`config.mk`:
```
export PLATFORM = sky130hd
export DESIGN_NAME = serial_addsub
export DESIGN_NICKNAME = d
export VERILOG_FILES = /design/src/rtl/serial_addsub.sv
export SDC_FILE = /design/constraint.sdc
export NUM_CORES = 1
export LEC_CHECK = 0
export ABC_AREA = 1
export BUFFER_PORTS_ARGS = -buffer_cell sky130_fd_sc_hd__buf_2
export CORE_MARGIN = 10
export CORE_UTILIZATION = 59
export DETAILED_ROUTE_END_ITERATION = 7
export GPL_TIMING_DRIVEN = 0
export PLACE_DENSITY = 0.92
export SYNTH_ARGS = -nofsm -noshare
export SYNTH_HDL_FRONTEND = slang
export SYNTH_SLANG_ARGS = --single-unit
```
`constraint.sdc`:
```
create_clock -name clk -period 2.3 [get_ports clk]
set_input_delay 0.46 -clock clk [delete_from_list [all_inputs] [get_ports clk]]
set_output_delay 0.46 -clock clk [all_outputs]
set_load 0.01 [all_outputs]
```
`src/rtl/serial_addsub.sv`:
```
// Bit-serial adder/subtractor: one full-adder cell walks WIDTH-bit operands
// LSB-first, one bit per clock, behind a start/busy/done handshake.
module serial_addsub #(
  parameter int WIDTH = 8,
  localparam int CNT_W = $clog2(WIDTH)
) (
  input  logic             clk,
  input  logic             rst,
  input  logic             start,
  input  logic             sub,
  input  logic [WIDTH-1:0] a,
  input  logic [WIDTH-1:0] b,
  input  logic             cin,
  output logic             busy,
  output logic             done,
  output logic [WIDTH-1:0] sum,
  output logic             cout,
  output logic             ovf
);

  typedef enum logic {
    S_IDLE = 1'b0,
    S_RUN  = 1'b1
  } state_t;

  localparam logic [CNT_W-1:0] LAST_BIT = CNT_W'(WIDTH - 1);

  state_t           state_q;
  state_t           state_d;
  logic             load;
  logic             step;
  logic             last;

  logic [WIDTH-1:0] sha;
  logic [WIDTH-1:0] shb;
  logic [WIDTH-1:0] shr;
  logic             carry;
  logic [CNT_W-1:0] cnt;

  logic             s_bit;
  logic             c_next;

  // Handshake: a start is accepted only on an edge where busy=0; while busy
  // the start input and all operand inputs are ignored. done is a one-cycle
  // pulse on the cycle after the edge that writes sum/cout/ovf.
  always_ff @(posedge clk or posedge rst) begin
    if (rst) begin
      state_q <= S_IDLE;
    end else begin
      state_q <= state_d;
    end
  end

  always_comb begin
    state_d = state_q;
    load    = 1'b0;
    step    = 1'b0;
    last    = 1'b0;
    case (state_q)
      S_IDLE: begin
        if (start) begin
          load    = 1'b1;
          state_d = S_RUN;
        end
      end
      S_RUN: begin
        step = 1'b1;
        if (cnt == LAST_BIT) begin
          last    = 1'b1;
          state_d = S_IDLE;
        end
      end
      default: state_d = S_IDLE;
    endcase
  end

  assign busy = (state_q == S_RUN);

  // The single full-adder cell shared by every bit position.
  assign s_bit  = sha[0] ^ shb[0] ^ carry;
  assign c_next = (sha[0] & shb[0]) | (carry & (sha[0] ^ shb[0]));

  always_ff @(posedge clk or posedge rst) begin
    if (rst) begin
      sha   <= '0;
      shb   <= '0;
      shr   <= '0;
      carry <= 1'b0;
      cnt   <= '0;
      sum   <= '0;
      cout  <= 1'b0;
      ovf   <= 1'b0;
      done  <= 1'b0;
    end else begin
      done <= 1'b0;
      if (load) begin
        // Subtraction is a + ~b + 1: invert B and seed the carry with 1.
        sha   <= a;
        shb   <= sub ? ~b : b;
        carry <= sub ? 1'b1 : cin;
        cnt   <= '0;
      end else if (step) begin
        sha   <= sha >> 1;
        shb   <= shb >> 1;
        shr   <= {s_bit, shr[WIDTH-1:1]};
        carry <= c_next;
        cnt   <= cnt + CNT_W'(1);
        if (last) begin
          // carry still holds the carry into the MSB on this edge.
          sum  <= {s_bit, shr[WIDTH-1:1]};
          cout <= c_next;
          ovf  <= carry ^ c_next;
          done <= 1'b1;
        end
      end
    end
  end

endmodule

```
======== Word level (Yosys, flattened, before mapping) ========
Index checks and enable logic that the tools add are counted.
storage, ports and cells
  word-level logic and storage cells ...... 44
  bits in registers ....................... 40
  input port bits ......................... 21
  output and inout bits ................... 12
operators by class
  reductions and logical operators ........ 3
  eq/ne operators ......................... 1
  add/sub/neg operators ................... 1
  multiplexer cells ....................... 20
  bitwise gates (word level) .............. 9
operator list
  cell                                         count
  two-way mux 8 bit                            5
  two-way mux 1 bit                            12
  inverter 8 bit                               1
  two-way mux 3 bit                            2
  adder 3 x 1 -> 3 bit, second input constant  1
  equality test 3 bit, second input constant   1
  AND reduction 3 bit                          1
  XOR 1 bit                                    3
  bitwise AND 1 bit                            2
  inverter 1 bit                               2
  one-hot mux 1 bit (2 select lines)           1
  AND reduction 2 bit                          1
  nonzero test 2 bit                           1
  OR 1 bit                                     1

======== Depth between registers and ports, before layout ========
Gate-level depths: netlist of run 1.
  depth in word-level cells ............... 6
  mapped depth ............................ 6
  gate-level depth less buffers ........... 6

======== Worst setup path before layout of run 1 ========
No wires, ideal clock.
  kind .................................... reg2reg
  start ................................... reg cnt[0]
  end ..................................... reg ovf
  buffers on the path ..................... 1
  slack ................................... 1.102 ns
  required time ........................... 2.235 ns
  arrival ................................. 1.133 ns
  period minus slack after synthesis ...... 1.198 ns
  library setup time ...................... 0.065 ns
  stages on the path, launching flop included .. 7
  cells stage by stage .................... dfrtp_1 ha_1 ha_1 nand2_4 buf_6 nand2_1 nand2_1
between the ends
  cells in the longest elaborated chain, start to end .. 4
ends and longest elaborated chain
  element                               line  text
  from (decl)                           38    logic [CNT_W-1:0] cnt;
  from (signal assigned)                107   cnt <= cnt + CNT_W'(1);
  equality test 3 bit                   68    if (cnt == LAST_BIT) begin
  two-way mux 1 bit                     68
  two-way mux 1 bit                     59    case (state_q)
  AND reduction 3 bit (no source line)  n/a
  to (signal assigned)                  112   ovf <= carry ^ c_next;
  to (decl)                             18    output logic ovf
No other way between the ends.
A chain may end at the register's enable or synchronous reset.

======== Final worst setup path of run 1 ========
  start ................................... reg state_q (netlist: busy)
  end ..................................... out busy
RTL lines
  element                 line  text
  from (decl)             28    state_t state_q;
  from (signal assigned)  50    state_q <= state_d;
  to (decl)               14    output logic busy,
No word-level cell between the ends.

==> results of run 1 <==
-- worst max path at each step --
stage,endpoint,slack [ns],cells past startpoint
2_1_floorplan,busy,0.95,1
3_3_place_gp,sha[4],0.49,2
3_5_place_dp,ovf,0.99,6
4_1_cts,busy,0.90,1
5_1_grt,sum[7],0.86,6
6_report,busy,0.93,1
-- layout by cell type (no fill, tap or decap), types with 2 or more instances in the layout --
cell type,synthesis,final
sky130_fd_sc_hd__nand2_1,105,105
sky130_fd_sc_hd__dfrtp_1,39,39
sky130_fd_sc_hd__buf_2,3,34
sky130_fd_sc_hd__inv_1,28,27
sky130_fd_sc_hd__nand3_1,9,9
sky130_fd_sc_hd__o21ai_2,8,8
sky130_fd_sc_hd__o21ai_0,7,7
sky130_fd_sc_hd__a21oi_1,7,7
sky130_fd_sc_hd__buf_6,5,5
sky130_fd_sc_hd__clkbuf_4,0,5
sky130_fd_sc_hd__inv_2,2,3
sky130_fd_sc_hd__ha_1,2,2
-- registers in the layout, indices dropped and copies added (netlist names) --
name	flops
sha	8
shb	8
sum	8
shr	7
cnt	3
busy	1
carry	1
cout	1
done	1
ovf	1
-- final cells by class --
cell class              instances  area share (%)
clock buffers                   6            2.41
inverters                      30            5.29
well taps                      44            2.59
plain buffers                   9            4.06
multi-input cells             144            31.7
clock inverters                 2           0.764
flip-flops and latches         39            45.9
repair buffers                 31            7.29
-- cell families after synthesis --
| group | after synthesis |
|---|---|
| simple gates | 118 |
| buf+inv | 39 |
| flops | 39 |
| compound gates | 23 |
| fa+ha+maj | 3 |
-- synth_stat cells, types with 2 or more instances --
cell and count:
sky130_fd_sc_hd__dfrtp_1 39, sky130_fd_sc_hd__a21oi_1 7, sky130_fd_sc_hd__o21ai_2 8, sky130_fd_sc_hd__nand2_1 105, sky130_fd_sc_hd__inv_2 2, sky130_fd_sc_hd__inv_1 28, sky130_fd_sc_hd__nand3_1 9, sky130_fd_sc_hd__ha_1 2
sky130_fd_sc_hd__buf_6 5, sky130_fd_sc_hd__o21ai_0 7, sky130_fd_sc_hd__buf_2 3
-- power groups by stage --
stage	Sequential, mW	Combinational, mW	Clock (mW)
2_1_floorplan	1.13	0.680	0
3_3_place_gp	1.10	0.941	0
3_5_place_dp	1.11	0.982	0
4_1_cts	1.10	0.986	0.392
5_1_grt	1.14	1.12	0.416
6_report	1.10	0.965	0.383
-- per-layer routing --
| metal | wire (um) | share of wire, % | vias up |
|---|---|---|---|
| met2 | 1570 | 46 | 37 |
| li1 | - | - | 743 |
| met1 | 1580 | 46 | 619 |
| met4 | 46 | 1.3 | 0 |
| met3 | 247 | 7.2 | 4 |
| met5 | 0 | 0 | - |
==> flow_metrics.py, run 1 <==
metrics = {
    "logic_synthesis": {
        "synth-warning-count": 0,
        "synth_xor_xnor_area_share_pct": 0,
        "postSynth.asyncResetShare_pct": 100,
        "synth_area_in_compound_gates_pct": 7.84,
        "yosysSeqAreaShare_pct": 52.7,
        "post_synth_instance_area_um2": 1850,
        "synth_fa_ha_area_share_pct": 2.43,
        "postSynthAreaPerCell_um2": 8.34,
        "syn-num-nets": 246,
        "post_synth_main_area_contributors": "sky130_fd_sc_hd__dfrtp_1 (53%), sky130_fd_sc_hd__nand2_1 (21%), sky130_fd_sc_hd__inv_1 (5.7%), sky130_fd_sc_hd__o21ai_2 (3.8%), sky130_fd_sc_hd__buf_6 (3.0%)",
        "yosys-mux-area-fraction_pct": 0,
        "yosys.area_share.simple_pct": 26.2,
        "primary_flip_flop_cell_chosen_by_synthesis_mapping": "sky130_fd_sc_hd__dfrtp_1",
        "synth_cells": 222,
        "unique_cell_type_count_in_the_yosys_netlist": 18,
        "synth.ff_latch_count": 39,
        "edff_count_synth": 0,
        "yosys.area.top_type": "sky130_fd_sc_hd__dfrtp_1",
        "dominant_combinational_cell_family_by_area_after_synthesis": "simple AND/OR/NAND/NOR gates",
        "synth_top_area_share_pct": 52.7,
    },
    "clocking": {
        "cts_buffers": 5,
        "path_clk_slew_ns": 0.13,
        "cts_setup_buffers": 0,
        "cts_root_buf": "sky130_fd_sc_hd__clkbuf_4",
        "tritoncts_num_sinks": 39,
        "cts.hold.buffers_added": 0,
        "worst_skew_pair.late_latency_ns": 0.36,
        "tritoncts_clock_tree": "built",
        "cts_buffer_depth": 2,
        "h-tree-depth": 2,
        "post_cts_resize_count": 0,
    },
    "setup_path": {
        "cp-end-kind": "primary output",
        "worst-path-buf-inv": 1,
        "timing.critical_path.max_delay_family": "flip-flops",
        "worstPathRequired_ns": 1.84,
        "timing.rr.start": "cnt[0]",
        "crit_type": "reg2out",
        "worst-path-max-fanout": 2,
        "slowest_delay_ns": 0.42,
        "cell_at_the_slowest_stage_of_the_critical_path": "sky130_fd_sc_hd__dfrtp_1",
        "crit_path_start_kind": "flop",
        "timing.critical_path.arrival_ns": 0.91,
        "reg2reg_setup_slack_ns": 0.95,
        "launch_point_of_the_critical_path": "busy",
        "endpoint_of_the_worst_register_to_register_path": "sum[7]",
        "ff2ff_path_depth": 6,
        "critical_path.cell_chain": "buf_2",
    },
    "global_routing": {
        "grt_use_met1_pct": 14.6,
        "grt_max_degree": 40,
        "grt_use_met2_pct": 20.9,
        "global_route.peak_usage_layer": "met2",
        "global_route_wire_length_before_repair_um": 6260,
        "grt_overflow": 0,
        "antenna_violations_before_repair": 0,
        "grt.met3_usage_pct": 5.31,
        "via_count_of_the_first_global_routing_pass": 1443,
        "globalRouteTotalUtil_pct": 12.7,
    },
    "sta": {
        "timing.hold.ws_ns": 0.230,
        "post-route-worst-setup-slack_ns": 0.929,
        "timing.max_slew.rel_slack_pct": 48.1,
        "final-max-slew-violation-count": 0,
        "skew_ns": 0.0156,
        "report.final.setup_viol": 0,
        "grt_setup_unrepaired": "no",
        "hold_viol": 0,
        "min_period_ns": 1.37,
        "final_min_period_over_clock_period_pct": 59.6,
        "max_slew.worst_pin.slew_ns": 0.777,
        "setup_total_negative_slack_ns": 0,
        "achievable_clock_frequency_ghz": 0.730,
    },
    "floorplan": {
        "start_util_pct": 61.1,
        "std_cell_rows": 20,
        "die_width_um": 76.0,
        "design.core.area_um2": 3030,
        "io_pins": 33,
        "die_footprint_um2": 5780,
        "die_height_um": 76.0,
    },
    "power": {
        "power.static_leakage_nw": 1.26,
        "seqPwrFrac_pct": 44.9,
        "vdd.ir_drop.worst_mv": 0.704,
        "power.net_switching_mw": 0.947,
        "combinationalPowerShare_pct": 39.4,
        "clock_network_fraction_of_design_power_pct": 15.6,
        "power.total_mw": 2.45,
        "sw_frac_of_total_pct": 38.7,
        "cellInternalPower_mw": 1.50,
        "power_density_nw_per_um2": 1150,
    },
    "cells_and_area": {
        "final_core_utilization_pct": 70.3,
        "multi_input_area_um2": 676,
        "layout_area_growth_over_synthesis_pct": 15.0,
        "antenna_cells_inserted": 0,
        "area.sequential_um2": 976,
        "n_fill_cell": 269,
        "drive_above_1_share_pct": 23.8,
        "finish.net_count": 284,
        "finish.cell_count_without_fillers": 305,
        "cell_area_after_layout_um2": 2130,
    },
    "place": {
        "placed_cells_incl_taps": 297,
        "place_area_um2": 2060,
        "gpl.final_weighted_congestion": 0.785,
        "dp.final_hpwl_um": 2590,
        "portBuffers": 31,
        "pre_cts_ws_ns": 0.985,
    },
    "route": {
        "drt_drc_violations_left": 0,
        "totalWireLength_um": 3450,
        "antenna_violating_nets_post_route": 0,
        "vias_per_cell": 4.60,
        "detailed_routing_iteration_count_for_the_pre_antenna_repair_pass": 4,
        "dr_total_vias": 1403,
        "wire_per_inst_um": 11.3,
        "drt_first_iter_violations": 58,
    },
    "status": {
        "run_status": "finished, final reports clean",
    },
    "job": {
        "maxCapViolCount": 0,
    },
    "min_path": {
        "hp-class": "in2async",
    },
}
No activity file was read; power rests on OpenSTA's default activity.
==> inputs of run 2 (changes only) <==
--- a/config.mk
+++ b/config.mk
@@ -5,13 +5,13 @@
 export SDC_FILE = /design/constraint.sdc
 export NUM_CORES = 1
 export LEC_CHECK = 0
-export ABC_AREA = 1
+export ABC_AREA = 0
 export BUFFER_PORTS_ARGS = -buffer_cell sky130_fd_sc_hd__buf_2
 export CORE_MARGIN = 10
-export CORE_UTILIZATION = 59
+export CORE_UTILIZATION = 49
 export DETAILED_ROUTE_END_ITERATION = 7
 export GPL_TIMING_DRIVEN = 0
-export PLACE_DENSITY = 0.92
+export PLACE_DENSITY = 0.83
 export SYNTH_ARGS = -nofsm -noshare
 export SYNTH_HDL_FRONTEND = slang
 export SYNTH_SLANG_ARGS = --single-unit
==> constraint.sdc (replaced) <==
create_clock -name clk -period 1.2 [get_ports clk]
set_input_delay 0.24 -clock clk [delete_from_list [all_inputs] [get_ports clk]]
set_output_delay 0.24 -clock clk [all_outputs]
set_load 0.01 [all_outputs]
==> run 2 against run 1 <==
- the flow now finishes with violations (negative setup slack)
- core utilization is 2.9 points lower
- clock power grew 140%
- first-iteration DRC count grew 40%
- critical endpoint is now sum[2]
- largest power group unchanged
==> flow_metrics.py, run 2 <==
metrics = {
    "status": {
        "run_status": "complete, but fails checks",
        "failing_checks": "negative setup slack",
    },
    "sta": {
        "max_slew.worst_pin.slew_ns": 0.335,
        "post-route-worst-setup-slack_ns": -0.189,
        "skew_ns": 0.00576,
        "final-max-slew-violation-count": 0,
        "hold_viol": 0,
        "report.final.setup_viol": 11,
        "setup_total_negative_slack_ns": -1.85,
        "grt_setup_unrepaired": "yes",
        "achievable_clock_frequency_ghz": 0.720,
        "final_min_period_over_clock_period_pct": 116,
        "timing.max_slew.rel_slack_pct": 77.6,
        "min_period_ns": 1.39,
    },
    "floorplan": {
        "io_pins": 33,
        "die_footprint_um2": 6350,
        "std_cell_rows": 21,
        "die_width_um": 79.7,
        "start_util_pct": 51.5,
        "design.core.area_um2": 3390,
        "die_height_um": 79.7,
    },
    "logic_synthesis": {
        "synth_most_common_cell": "sky130_fd_sc_hd__dfrtp_1",
        "post_synth_instance_area_um2": 1750,
        "post_synth_main_area_contributors": "sky130_fd_sc_hd__dfrtp_1 (56%), sky130_fd_sc_hd__mux2_2 (10%), sky130_fd_sc_hd__mux2i_1 (4.6%), sky130_fd_sc_hd__o21ai_0 (2.9%), sky130_fd_sc_hd__buf_6 (2.6%)",
        "yosysSeqAreaShare_pct": 55.9,
        "synth-warning-count": 0,
        "synth.ff_latch_count": 39,
        "synth_top_area_share_pct": 55.9,
        "edff_count_synth": 0,
        "postSynth.asyncResetShare_pct": 100,
        "synth_common_cells": "sky130_fd_sc_hd__dfrtp_1 (39), sky130_fd_sc_hd__mux2_2 (16), sky130_fd_sc_hd__nand2_1 (12), sky130_fd_sc_hd__o21ai_0 (10), sky130_fd_sc_hd__mux2i_1 (8)",
        "postSynthAreaPerCell_um2": 12.7,
        "yosys.area.top_type": "sky130_fd_sc_hd__dfrtp_1",
        "synth_cells": 137,
        "unique_cell_type_count_in_the_yosys_netlist": 26,
        "syn-num-nets": 161,
        "primary_flip_flop_cell_chosen_by_synthesis_mapping": "sky130_fd_sc_hd__dfrtp_1",
    },
    "cells_and_area": {
        "antenna_cells_inserted": 0,
        "finish.cell_count_without_fillers": 234,
        "finish.net_count": 211,
        "drive_above_1_share_pct": 46.3,
        "n_fill_cell": 235,
        "final_cell_mix": "sky130_fd_sc_hd__dfrtp_1 (39), sky130_fd_sc_hd__buf_2 (32), sky130_fd_sc_hd__nand2_1 (12), sky130_fd_sc_hd__mux2_4 (11), sky130_fd_sc_hd__buf_4 (9)",
        "layout_area_growth_over_synthesis_pct": 30.8,
        "largestRegisters": "sha (8), shb (8), sum (8)",
        "leading_cell_type_in_the_layout_fill_and_taps_excluded": "sky130_fd_sc_hd__dfrtp_1",
        "area.sequential_um2": 976,
        "multi_input_area_um2": 771,
    },
    "setup_path": {
        "ff2ff_path_depth": 5,
        "critical_path.cell_chain": "ha_2 > ha_4 > nand2_4 > buf_12 > mux2_4",
        "crit_path_start_kind": "flop",
        "cp-end-kind": "flop",
        "slowest_delay_ns": 0.41,
        "reg2reg_setup_slack_ns": -0.19,
        "timing.rr.start": "cnt[1]",
        "endpoint_of_the_worst_register_to_register_path": "sum[2]",
        "crit_type": "reg2reg",
        "launch_point_of_the_critical_path": "cnt[1]",
        "cell_at_the_slowest_stage_of_the_critical_path": "sky130_fd_sc_hd__dfrtp_1",
        "critical_path.endpoint": "sum[2]",
        "timing.critical_path.arrival_ns": 1.63,
        "worst-path-max-fanout": 10,
        "worstPathRequired_ns": 1.44,
    },
    "place": {
        "portBuffers": 31,
        "dp.final_hpwl_um": 2550,
        "gpl.final_weighted_congestion": 0.803,
        "placed_cells_incl_taps": 216,
    },
    "route": {
        "totalWireLength_um": 3560,
        "drt_first_iter_violations": 81,
        "vias_per_cell": 5.15,
        "detailed_routing_iteration_count_for_the_pre_antenna_repair_pass": 4,
        "wire_per_inst_um": 15.2,
        "antenna_violating_nets_post_route": 0,
        "dr_total_vias": 1204,
        "drt_drc_violations_left": 0,
    },
    "global_routing": {
        "grt_max_degree": 17,
        "antenna_violations_before_repair": 0,
        "globalRouteTotalUtil_pct": 11.9,
        "global_route_wire_length_before_repair_um": 6170,
        "grt_overflow": 0,
        "via_count_of_the_first_global_routing_pass": 1393,
    },
    "clocking": {
        "tritoncts_num_sinks": 39,
        "cts_root_buf": "sky130_fd_sc_hd__clkbuf_4",
        "path_clk_slew_ns": 0.11,
        "h-tree-depth": 2,
        "tritoncts_clock_tree": "built",
        "cts_buffer_depth": 2,
        "worst_skew_pair.late_latency_ns": 0.35,
        "cts_buffers": 5,
    },
    "power": {
        "power.total_mw": 5.39,
        "power.static_leakage_nw": 1.15,
        "vdd.ir_drop.worst_mv": 1.10,
        "power_density_nw_per_um2": 2360,
    },
    "min_path": {
        "hp-class": "in2reg",
    },
    "job": {
        "maxCapViolCount": 0,
    },
}
==> run 2: area by class of cell <==
cell class | instances | share of cell area (%)
timing repair buffer | 43 | 12.4
clock inverter | 2 | 1.53
inverter | 3 | 0.657
tap | 46 | 2.52
sequential | 39 | 42.7
multi-input combinational | 86 | 33.7
clock buffer | 6 | 2.25
buffer | 9 | 4.22
==> run 2: worst min-delay path by stage <==
stage	to	slack, ns	depth (start not counted)	from
final	sha[7]	0.16	3	a[7]
after global routing	sha[7]	0.18	3	a[7]
after floorplan	sha[7]	0.40	2	a[7]
after global placement	sha[1]	0.46	2	sha[2]
after detailed placement	done	0.29	2	rst
after CTS	sha[7]	0.17	3	a[7]
==> run 2: critical path: cells and delay by family (launching register included) <==
kind | cells | cell delay (ns)
adder cells (fa/ha/maj) | 2 | 0.36
buffers and inverters | 1 | 0.14
flip-flops | 1 | 0.41
multiplexers | 1 | 0.30
AND/OR/NAND/NOR | 1 | 0.07
==> run 2: per-stage QoR <==
step | instance area [um^2] | util (%) | hold WS (ns) | setup slack, ns
2_1_floorplan | 1810 | - | 0.396 | -0.120
5_1_grt | 2280 | 67.4 | 0.177 | -0.214
3_3_place_gp | 2020 | 59.6 | 0.461 | -0.373
6_report | 2280 | 67.4 | 0.161 | -0.189
3_5_place_dp | 2060 | 60.8 | 0.286 | -0.192
4_1_cts | 2220 | 65.6 | 0.174 | -0.174
==> run 2: repair_timing <==
| item | 4_1_cts | 5_1_grt |
|---|---|---|
| hold buffers | 1 | 0 |
| buffers inserted | 6 | 2 |
| endpoints found under the hold margin | 12 | 0 |
| gates cloned | 1 | 0 |
| endpoints found under the setup margin | 17 | 45 |
| gates resized for setup | 4 | 22 |
| pin swaps | 1 | 1 |
==> run 2: cells by family (layout without fill, tap and decap cells) <==
kind of cell	after synthesis	count (layout)	synth area share, %
AND/OR/NAND/NOR	29	29	8.74
flip-flops	39	39	55.9
buffers and inverters	12	63	4.94
multiplexers	25	25	15.5
adder cells (fa/ha/maj)	3	3	2.58
XOR/XNOR	9	9	4.51
AO/OA/AOI/OAI	20	20	7.81
==> run 2: routing by layer <==
layer	track usage (%)	part of all wire [%]
met5	0	0
met4	4.30	1.5
met3	4.28	6.5
met2	19.3	48
met1	14.0	44
==> run 2: where the power goes <==
group / internal [mW] / switching [mW]
sequential: 1.89 / 0.351
combinational: 1.32 / 0.902
clock: 0.492 / 0.431
total: 3.71 / 1.68
==> inputs of run 3 (changes only) <==
--- a/config.mk
+++ b/config.mk
@@ -12,6 +12,7 @@
 export DETAILED_ROUTE_END_ITERATION = 7
 export GPL_TIMING_DRIVEN = 0
 export PLACE_DENSITY = 0.83
+export SETUP_SLACK_MARGIN = 0.15
 export SYNTH_ARGS = -nofsm -noshare
 export SYNTH_HDL_FRONTEND = slang
 export SYNTH_SLANG_ARGS = --single-unit
==> run 3 against run 2 <==
- the run still ends with negative setup slack left
- clock power barely moved
- count of clock-buffer cells in the layout unchanged
- critical endpoint is now sum[7]
- largest cell class unchanged
- sequential power rose by 4%
- total power grew 21%
- global-route usage rose by 1.4 points
- non-clock buffer count grew 9
- cell count increased by 3.8%
- design area increased by 12%
- clock skew rose by 0.0072 ns
- register-to-register slack got worse by 0.02 ns
- sequential share of layout area down 4.6 points
==> flow_metrics.py, run 3 (synthesis gave the netlist of run 2 again) <==
metrics = {
    "floorplan": {
        "design.core.area_um2": 3390,
        "io_pins": 33,
        "die_height_um": 79.7,
        "die_footprint_um2": 6350,
        "start_util_pct": 51.5,
        "die_width_um": 79.7,
        "std_cell_rows": 21,
    },
    "route": {
        "drt_first_iter_violations": 85,
        "highest-signal-layer": "met4",
        "dr_total_vias": 1255,
        "m1WireLength_um": 1670,
        "antenna_violating_nets_post_route": 0,
        "wire_per_inst_um": 17.1,
        "vias_per_cell": 5.16,
        "met2RoutedLength_um": 2130,
        "drt_drc_violations_left": 0,
        "detailed_routing_iteration_count_for_the_pre_antenna_repair_pass": 4,
        "wl_met3_um": 262,
        "totalWireLength_um": 4150,
    },
    "clocking": {
        "tritoncts_num_sinks": 39,
        "tritoncts_clock_tree": "built",
        "worst_skew_pair.late_latency_ns": 0.36,
        "h-tree-depth": 2,
        "cts_root_buf": "sky130_fd_sc_hd__clkbuf_4",
        "cts.hold.buffers_added": 0,
        "cts_buffer_depth": 2,
        "cts_buffers": 5,
        "path_clk_slew_ns": 0.12,
    },
    "setup_path": {
        "launch_point_of_the_critical_path": "cnt[0]",
        "timing.critical_path.arrival_ns": 1.65,
        "worst-path-max-fanout": 10,
        "ff2ff_path_depth": 5,
        "timing.rr.start": "cnt[0]",
        "crit_path_start_kind": "flop",
        "worstPathRequired_ns": 1.45,
        "cp-end-kind": "flop",
        "crit_type": "reg2reg",
    },
    "cells_and_area": {
        "final_cell_mix": "sky130_fd_sc_hd__dfrtp_1 (39), sky130_fd_sc_hd__buf_2 (27), sky130_fd_sc_hd__mux2_4 (16), sky130_fd_sc_hd__buf_4 (15), sky130_fd_sc_hd__buf_6 (10)",
        "area.sequential_um2": 976,
        "leading_cell_type_in_the_layout_fill_and_taps_excluded": "sky130_fd_sc_hd__dfrtp_1",
        "finish.net_count": 220,
        "largestRegisters": "sha (8), shb (8), sum (8)",
        "antenna_cells_inserted": 0,
        "n_fill_cell": 212,
        "multi_input_area_um2": 877,
        "layout_area_growth_over_synthesis_pct": 46.6,
        "cell_area_after_layout_um2": 2560,
        "drive_above_1_share_pct": 58.4,
    },
    "sta": {
        "setup_total_negative_slack_ns": -2.29,
        "hold_viol": 0,
        "final_min_period_over_clock_period_pct": 117,
        "skew_ns": 0.0130,
        "achievable_clock_frequency_ghz": 0.711,
        "timing.max_slew.rel_slack_pct": 45.3,
        "post-route-worst-setup-slack_ns": -0.206,
        "min_period_ns": 1.41,
        "final-max-slew-violation-count": 0,
        "report.final.setup_viol": 24,
        "grt_setup_unrepaired": "yes",
        "max_slew.worst_pin.slew_ns": 0.819,
    },
    "place": {
        "portBuffers": 31,
        "dp.final_hpwl_um": 2560,
        "gpl.final_weighted_congestion": 0.820,
        "place_area_um2": 2080,
    },
    "status": {
        "failing_checks": "negative setup slack",
        "run_status": "complete, but fails checks",
    },
    "power": {
        "power_density_nw_per_um2": 2550,
        "vdd.ir_drop.worst_mv": 1.26,
        "power.static_leakage_nw": 1.30,
    },
    "global_routing": {
        "global_route_wire_length_before_repair_um": 6620,
        "via_count_of_the_first_global_routing_pass": 1425,
        "grt_max_degree": 40,
        "antenna_violations_before_repair": 0,
        "grt_overflow": 0,
        "globalRouteTotalUtil_pct": 13.3,
    },
    "job": {
        "maxCapViolCount": 0,
    },
    "min_path": {
        "hp-class": "in2async",
    },
}
==> run 3: worst max-delay path, cell delays in order, from the launching register on <==
cell	delay, ns
sky130_fd_sc_hd__dfrtp_1	0.43
sky130_fd_sc_hd__ha_2	0.20
sky130_fd_sc_hd__ha_4	0.16
sky130_fd_sc_hd__nand2_4	0.07
sky130_fd_sc_hd__buf_12	0.14
sky130_fd_sc_hd__mux2_4	0.30
==> run 3: layer usage <==
metal | GRT usage (%) | vias to the layer above
met2 | 22.6 | 36
met1 | 14.3 | 611
met4 | 6.45 | 0
li1 | - | 594
met5 | 0 | -
met3 | 4.62 | 14
==> run 3: worst paths after layout <==
kind                           to  slack [ns]
setup reg to reg           sum[7]       -0.21
min in group clk           sha[7]        0.12
hold reg to reg            sha[4]        0.52
max in group asynchronous  cnt[2]        0.73
hold / removal             shb[3]        0.02
setup / recovery           sum[7]       -0.21
==> run 3: timing repair <==
item | 4_1_cts | 5_1_grt
gates resized for setup | 25 | 31
cloned | 3 | 1
pin swaps | 2 | 16
setup endpoints to repair | 49 | 50
setup buffers | 13 | 4
==> run 3: through the flow <==
step / std cells / utilization (%) / setup WS, ns / power, mW / hold slack (ns)
after floorplan: 137 / - / -0.120 / 3.77 / 0.212
after global placement: 214 / 61.2 / -0.165 / 4.22 / 0.418
after detailed placement: 214 / 61.2 / -0.178 / 4.35 / 0.430
after CTS: 238 / 70.7 / -0.194 / 6.01 / 0.0346
after global routing: 243 / 75.5 / -0.246 / 6.91 / 0.0653
final: 243 / 75.5 / -0.206 / 6.52 / 0.0197
==> run 3: layout make-up <==
class,instances,share of cell area [%]
flip-flops and latches,39,38.1
clock buffers,6,2.00
well taps,46,2.25
repair buffers,52,16.8
clock inverters,2,1.37
multi-input cells,86,34.3
plain buffers,9,4.59
inverters,3,0.587
==> run 3: report_power, final <==
part	total [mW]	switching [mW]	internal [mW]
Combinational	3.25	1.20	2.06
Clock	0.922	0.429	0.492
Sequential	2.34	0.450	1.89
